File: src/rtl/cache_line_fill_pkg.sv
// Shared cache definitions: refill FSM state encodings and a constant-friendly clog2.
package cache_line_fill_pkg;

    typedef enum logic [1:0] {
        IDLE   = 2'd0,
        FILL   = 2'd1,
        COMMIT = 2'd2
    } state_t;

    function automatic int myclog2(input int n);
        int r;
        r = 0;
        while ((1 << r) < n) r++;
        return r;
    endfunction

endpackage

File: src/rtl/cache_line_fill.sv
// Cache line refill engine: fetches one line from memory into the data RAM, forwards the
// missed word, then commits the tag. Define CACHE_CRITICAL_WORD_FIRST_EN to fetch the missed word first.
module cache_line_fill
    import cache_line_fill_pkg::*;
#(
    parameter int nr_entries = 32,
    parameter int line_words = 8
) (
    input  logic                                           clk,
    input  logic                                           rst,
    input  logic                                           miss,
    input  logic [31:0]                                    miss_addr,
    output logic                                           busy,
    output logic                                           m_access,
    output logic [31:0]                                    m_addr,
    input  logic                                           m_ack,
    input  logic [31:0]                                    m_data,
    output logic                                           ram_wr_en,
    output logic [myclog2(nr_entries)-1:0]                 ram_write_addr,
    output logic [31:0]                                    ram_write_data,
    output logic [3:0]                                     ram_bytesel,
    output logic                                           crit_valid,
    output logic [31:0]                                    crit_data,
    output logic                                           tag_wr_en,
    output logic [myclog2(nr_entries)-myclog2(line_words)-1:0] tag_index,
    output logic                                           fill_done
);

    localparam int addr_bits = myclog2(nr_entries);
    localparam int offs_bits = myclog2(line_words);
    localparam int idx_bits  = addr_bits - offs_bits;
    localparam logic [offs_bits:0] last_cnt = (offs_bits + 1)'(line_words - 1);

    state_t                 state_q, state_d;
    logic [31:2]            addr_q, addr_d;
    logic [offs_bits-1:0]   offs_q, offs_d;
    logic [offs_bits:0]     count_q, count_d;

    logic                   in_fill;
    logic                   ack;
    logic [offs_bits-1:0]   crit_offs;
    logic [idx_bits-1:0]    line_idx;
    logic                   unused_byte_offs;

    assign in_fill   = (state_q == FILL);
    assign ack       = in_fill & m_ack;
    assign crit_offs = addr_q[offs_bits+1:2];
    assign line_idx  = addr_q[addr_bits+1:offs_bits+2];
    assign unused_byte_offs = ^miss_addr[1:0];

    always_comb begin
        state_d = state_q;
        addr_d  = addr_q;
        offs_d  = offs_q;
        count_d = count_q;
        case (state_q)
            IDLE: begin
                if (miss) begin
                    addr_d  = miss_addr[31:2];
                    count_d = '0;
`ifdef CACHE_CRITICAL_WORD_FIRST_EN
                    offs_d  = miss_addr[offs_bits+1:2];
`else
                    offs_d  = '0;
`endif
                    state_d = FILL;
                end
            end
            FILL: begin
                // Offset wraps naturally at line_words since it is exactly offs_bits wide.
                if (m_ack) begin
                    offs_d  = offs_q + 1'b1;
                    count_d = count_q + 1'b1;
                    if (count_q == last_cnt) state_d = COMMIT;
                end
            end
            COMMIT:  state_d = IDLE;
            default: state_d = IDLE;
        endcase
    end

    always_ff @(posedge clk) begin
        if (rst) begin
            state_q <= IDLE;
            addr_q  <= '0;
            offs_q  <= '0;
            count_q <= '0;
        end else begin
            state_q <= state_d;
            addr_q  <= addr_d;
            offs_q  <= offs_d;
            count_q <= count_d;
        end
    end

    assign busy           = (state_q != IDLE);
    assign m_access       = in_fill;
    assign m_addr         = in_fill ? {addr_q[31:offs_bits+2], offs_q, 2'b00} : 32'd0;

    // RAM write happens in the ack cycle itself; data is not registered.
    assign ram_wr_en      = ack;
    assign ram_bytesel    = ack ? 4'hf : 4'h0;
    assign ram_write_addr = {line_idx, offs_q};
    assign ram_write_data = m_data;

    assign crit_valid     = ack && (offs_q == crit_offs);
    assign crit_data      = m_data;

    assign tag_wr_en      = (state_q == COMMIT);
    assign fill_done      = (state_q == COMMIT);
    assign tag_index      = line_idx;

endmodule

File: config.mk
export PLATFORM = sky130hd
export DESIGN_NAME = cache_line_fill
export DESIGN_NICKNAME = d
export VERILOG_FILES = /design/src/rtl/cache_line_fill_pkg.sv /design/src/rtl/cache_line_fill.sv
export SDC_FILE = /design/constraint.sdc
export NUM_CORES = 1
export LEC_CHECK = 0
export BUFFER_PORTS_ARGS = -buffer_cell sky130_fd_sc_hd__buf_4
export CAP_MARGIN = 30
export CORE_MARGIN = 5
export CORE_UTILIZATION = 39
export CTS_CLUSTER_SIZE = 14
export DETAILED_ROUTE_END_ITERATION = 10
export GPL_ROUTABILITY_DRIVEN = 0
export HOLD_SLACK_MARGIN = 0.02
export MAX_ROUTING_LAYER = met4
export PLACE_DENSITY = 0.86
export REMOVE_ABC_BUFFERS = 1
export SYNTH_ARGS = -nofsm -noshare
export SYNTH_HDL_FRONTEND = slang
export SYNTH_SLANG_ARGS = --single-unit
File: constraint.sdc
create_clock -name clk -period 1.8 [get_ports clk]
set_clock_uncertainty 0.2 [all_clocks]
set_input_delay 0.36 -clock clk [delete_from_list [all_inputs] [get_ports clk]]
set_output_delay 0.36 -clock clk [all_outputs]
set_load 0.03 [all_outputs]
# ---- Word level (Yosys, flattened, before mapping)
# Cells that the tools add are included.
dict set report op_classes {
  addsub 2
  n_reduce_logical 7
  n_bitwise 1
  n_eq_ne 7
  mux 12
}
# op n
set op_table {}
lappend op_table {{$mux W32} 1}
lappend op_table {{$mux W4} 3}
lappend op_table {{$pmux W4 S2} 1}
lappend op_table {{$mux W2} 3}
lappend op_table {{$mux W3} 2}
lappend op_table {{$pmux W3 S2} 1}
lappend op_table {{$reduce_and A3 Y1} 2}
lappend op_table {{$add A4 B1 Y4 const B} 1}
lappend op_table {{$eq A4 B3 Y1 const B} 1}
lappend op_table {{$ne A2 B2 Y1 const B} 2}
lappend op_table {{$pmux W2 S2} 1}
lappend op_table {{$reduce_bool A2 Y1} 2}
lappend op_table {{$add A3 B1 Y3 const B} 1}
lappend op_table {{$eq A3 B3 Y1} 1}
lappend op_table {{$eq A2 B1 Y1 const B} 1}
lappend op_table {{$eq A2 B2 Y1 const B} 1}
lappend op_table {{$logic_not A2 Y1} 1}
lappend op_table {{$ne A2 B1 Y1 const B} 1}
lappend op_table {{$reduce_and A2 Y1} 1}
lappend op_table {{$and A1 B1 Y1} 1}
lappend op_table {{$logic_and A1 B1 Y1} 1}
dict set report totals {
  register_bits 39
}

# ---- Longest topological paths before layout
dict set report logic_depth {
  depth_word 4
  ltp_mapped 6
}

# ---- Worst setup path after synthesis
# OpenSTA, ideal clock, no wires.
dict set report synth_timing {
  path_kind {flip-flop to output port}
  startpoint {register state_q[0]}
  endpoint {output crit_valid}
  arrival_ns 1.594
  path_slack_ns -0.354
  stages_incl_launch_ff 6
  t_required_ns 1.240
  path_cell_list {dfxtp_1 -> buf_6 -> nor2b_1 -> clkbuf_1 -> and2_1 -> and4_1}
}
dict set report synth_between {
  elab_chain_len 3
}
# item line
set synth_rtl {}
lappend synth_rtl {{start: declaration} cache_line_fill.sv:34} ;# state_t state_q, state_d;
lappend synth_rtl {{start signal: assignment} cache_line_fill.sv:89} ;# state_q <= state_d;
lappend synth_rtl {{$eq A2 B1 Y1} cache_line_fill.sv:45} ;# assign in_fill = (state_q == FILL);
lappend synth_rtl {{$and A1 B1 Y1} cache_line_fill.sv:46} ;# assign ack = in_fill & m_ack;
lappend synth_rtl {{named net ram_wr_en} cache_line_fill.sv:18} ;# output logic ram_wr_en,
lappend synth_rtl {{$logic_and A1 B1 Y1} cache_line_fill.sv:106} ;# assign crit_valid = ack && (offs_q == crit_offs);
lappend synth_rtl {{end: declaration} cache_line_fill.sv:22} ;# output logic crit_valid,
# The timed path passes the listed nets, and every way through them passes these cells.

# ---- Final worst setup path
dict set report layout_timing {
  startpoint {register state_q[1]}
  endpoint {output crit_valid}
}
dict set report layout_between {
  elab_chain_len 3
}
# item line
set layout_rtl {}
lappend layout_rtl {{$eq A2 B1 Y1} cache_line_fill.sv:45}
lappend layout_rtl {{$and A1 B1 Y1} cache_line_fill.sv:46}
lappend layout_rtl {{$logic_and A1 B1 Y1} cache_line_fill.sv:106}
# Every way passes these cells.

==> flow_summary.yaml <==
logic_synthesis:
  ys_warn_count: 0
  async_flop_share_pct: 0
  seq_area_frac_synth_pct: 35.5
  synth_top_flop_cell: "dfxtp_1"
  synth_enable_flop_cells: 0
  syn-cell-area_um2: 2200
  synth-seq-cells: 39
  postSynthCellCount: 234
  synth.distinct_cells: 31
  avgSynthCellArea_um2: 9.39
clocking:
  postCtsSetupBuffers: 0
  clock_latency_ns: 0.28
  htree_levels: 2
  clock_path_buffers: 2
  cts_buffers: 5
  cts.clk_slew.worst_paths_ns: 0.07
  cts_root_buf: "clkbuf_8"
  clock_sinks: 39
  cts_hold_buf: 0
  tritoncts: "built"
routing:
  antenna_left: 0
  drc: 0
  dr.first_iter.drc_count: 74
  wl_per_cell_um: 22.5
  drtPass1Iterations: 4
  vias_per_cell: 5.17
  vias: 1633
  routed_wl_um: 7100
sta:
  setup_viol: 35
  rsz0062_at_grt: "yes"
  setup_ws_ns: -0.0708
  period_share_pct: 104
  slew_violations: 0
  fin_crit_ns: 1.87
  hold_viol: 0
  fmaxAchievable_ghz: 0.535
placed_design:
  dpl-instance-area_um2: 2340
  pre_cts_ws_ns: 0.157
  dp_hpwl_um: 5620
  portBuffers: 80
  dp_cells: 308
final_layout:
  fin_cells: 316
  synthToLayoutAreaGrowth_pct: 17.4
  post-route-util_pct: 46.9
  drive_above_1_share_pct: 47.5
  nNetsFinal: 313
  finalInstanceArea_um2: 2580
  antenna_cells: 0
grt:
  grt_pass1_vias: 1578
  grt_max_degree: 31
  grt_pass1_wl_um: 9980
  antenna_found_initial: 0
  grtUsageTotal_pct: 18.9
  grt_remaining_overflow: 0
run_status:
  violations: "setup timing"
  outcome: "complete, but fails checks"
worst_setup_path:
  crit_chain: "nor2b_4, and2_4, and4_4, buf_6"
  cp_top_family: "simple AND/OR/NAND/NOR gates"
  crit_slowest_cell: "dfxtp_4"
  path_class: "register to primary output"
  worst_setup_path_start_kind: "register"
  end_kind: "primary output"
  max_stage_delay_ns: 0.36
  critical_path_required_ns: 1.24
  cp_num_buf_inv: 1
  worst-path-max-fanout: 4
  crit_arrival_ns: 1.31
floorplanning:
  start_util_pct: 39.9
  dieWidth_um: 85.1
  row_count: 27
  core_area_um2: 5510
  die-area_um2: 7230
  io_pins: 181
  die_h_um: 85.1
pwr:
  leakagePower_nw: 1.17
  powerDensity_nw_per_um2: 770
  p_clk_share_pct: 28.2
  p_switching_mw: 0.564
  p_seq_share_pct: 47.9
  switching_share_pct: 28.4
  power_frac_comb_pct: 24.0
  p_int_mw: 1.42
  p_total_mw: 1.99
  irDropWorstVdd_mv: 0.389
hold_path:
  hold_path_class: "input port to register"
job:
  maxCapViolations: 0
registers in the layout, summed over array words and instances (netlist names):
| register | count |
|---|---|
| state_q | 2 |
| count_q | 4 |
| addr_q | 30 |
| offs_q | 3 |
final cells by class:
cell class	instances	area, um^2
Multi-Input combinational cell	106	796
Inverter	1	3.75
Fill cell	535	2930
Clock inverter	1	5.00
Sequential cell	39	788
Clock buffer	7	76.3
Timing Repair Buffer	90	821
Tap cell	72	90.1
worst reg2reg max path: stages (launching register included):
cell	delay, ns
dfxtp_2	0.32
buf_4	0.15
nor3b_1	0.22
buf_4	0.16
and2_1	0.19
buf_4	0.19
a22o_1	0.14
metal layers:
layer / GRT usage [%] / vias to the layer above / part of all wire [%]
li1: - / 731 / -
met1: 20.6 / 753 / 37
met2: 23.7 / 145 / 41
met3: 19.6 / 4 / 21
met4: 3.88 / 0 / 0.80
met5: - / - / 0
kinds of logic (layout without fill, tap and decap cells):
| kind of cell | after synthesis | count (layout) | share of synthesized area, % |
|---|---|---|---|
| mux | 1 | 1 | 0.626 |
| flops | 39 | 39 | 35.5 |
| simple gates | 52 | 52 | 14.7 |
| xor+xnor | 3 | 3 | 1.20 |
| buf+inv | 90 | 99 | 30.0 |
| fa+ha+maj | 2 | 2 | 1.14 |
| other cells | 1 | 2 | 0.171 |
| compound gates | 46 | 46 | 16.6 |
synthesized netlist by cell type (2+ instances only):
library cell / number / area share (%)
or3_1: 2 / 0.57
a32oi_1: 2 / 0.80
xnor2_1: 3 / 1.2
o21ai_0: 2 / 0.46
nor3b_1: 2 / 0.68
ha_1: 2 / 1.1
nand2b_1: 2 / 0.57
a22o_1: 30 / 12
or2_2: 2 / 0.57
a211oi_1: 2 / 0.68
and2_1: 32 / 9.1
nor2_1: 2 / 0.34
clkbuf_1: 4 / 0.68
buf_2: 5 / 1.1
buf_6: 4 / 2.0
nand2_1: 2 / 0.34
dfxtp_1: 39 / 36
buf_4: 76 / 26
nor2b_1: 3 / 0.85
a21oi_1: 7 / 1.6
power by group through the flow:
stage / clock, mW / combinational (mW) / sequential [mW]
after global routing: 0.620 / 0.506 / 0.958
after CTS: 0.584 / 0.445 / 0.951
after detailed placement: 0 / 0.437 / 0.969
final: 0.560 / 0.476 / 0.951
after floorplan: 0 / 0.209 / 0.981
after global placement: 0 / 0.429 / 0.967
cell usage in the layout, fill, tap and decap left out, drive strengths merged, types with 2 or more instances in the layout:
master,count
xnor2,3
nand2,2
ha,2
nor3b,2
a211oi,2
nor2b,3
a21oi,7
conb,2
o21ai,2
a32oi,2
clkbuf,7
or2,2
or3,2
buf,90
a22o,30
nor2,2
nand2b,2
and2,32
dfxtp,39
worst paths after layout:
kind	endpoint	start	slack, ns	cells after the start
worst max-delay path	crit_valid	state_q[1]	-0.07	4
worst min-delay path	addr_q[15]	miss_addr[15]	0.08	2
worst min register to register	addr_q[25]	addr_q[25]	0.27	1
worst max register to register	addr_q[17]	state_q[0]	0.17	6
what timing repair did:
item                                    4_1_cts  5_1_grt
endpoints found under the hold margin         0        0
pin swaps                                     0        4
resized for setup                             8       40
endpoints found under the setup margin       35       36
through the flow:
stage	hold slack (ns)	setup TNS, ns
after floorplan	0.229	-45.14
after global placement	0.252	0
after detailed placement	0.256	0
after CTS	0.0720	-1.16
after global routing	0.0643	-2.91
final	0.0834	-0.950
Power figures use the tool's default switching activity.
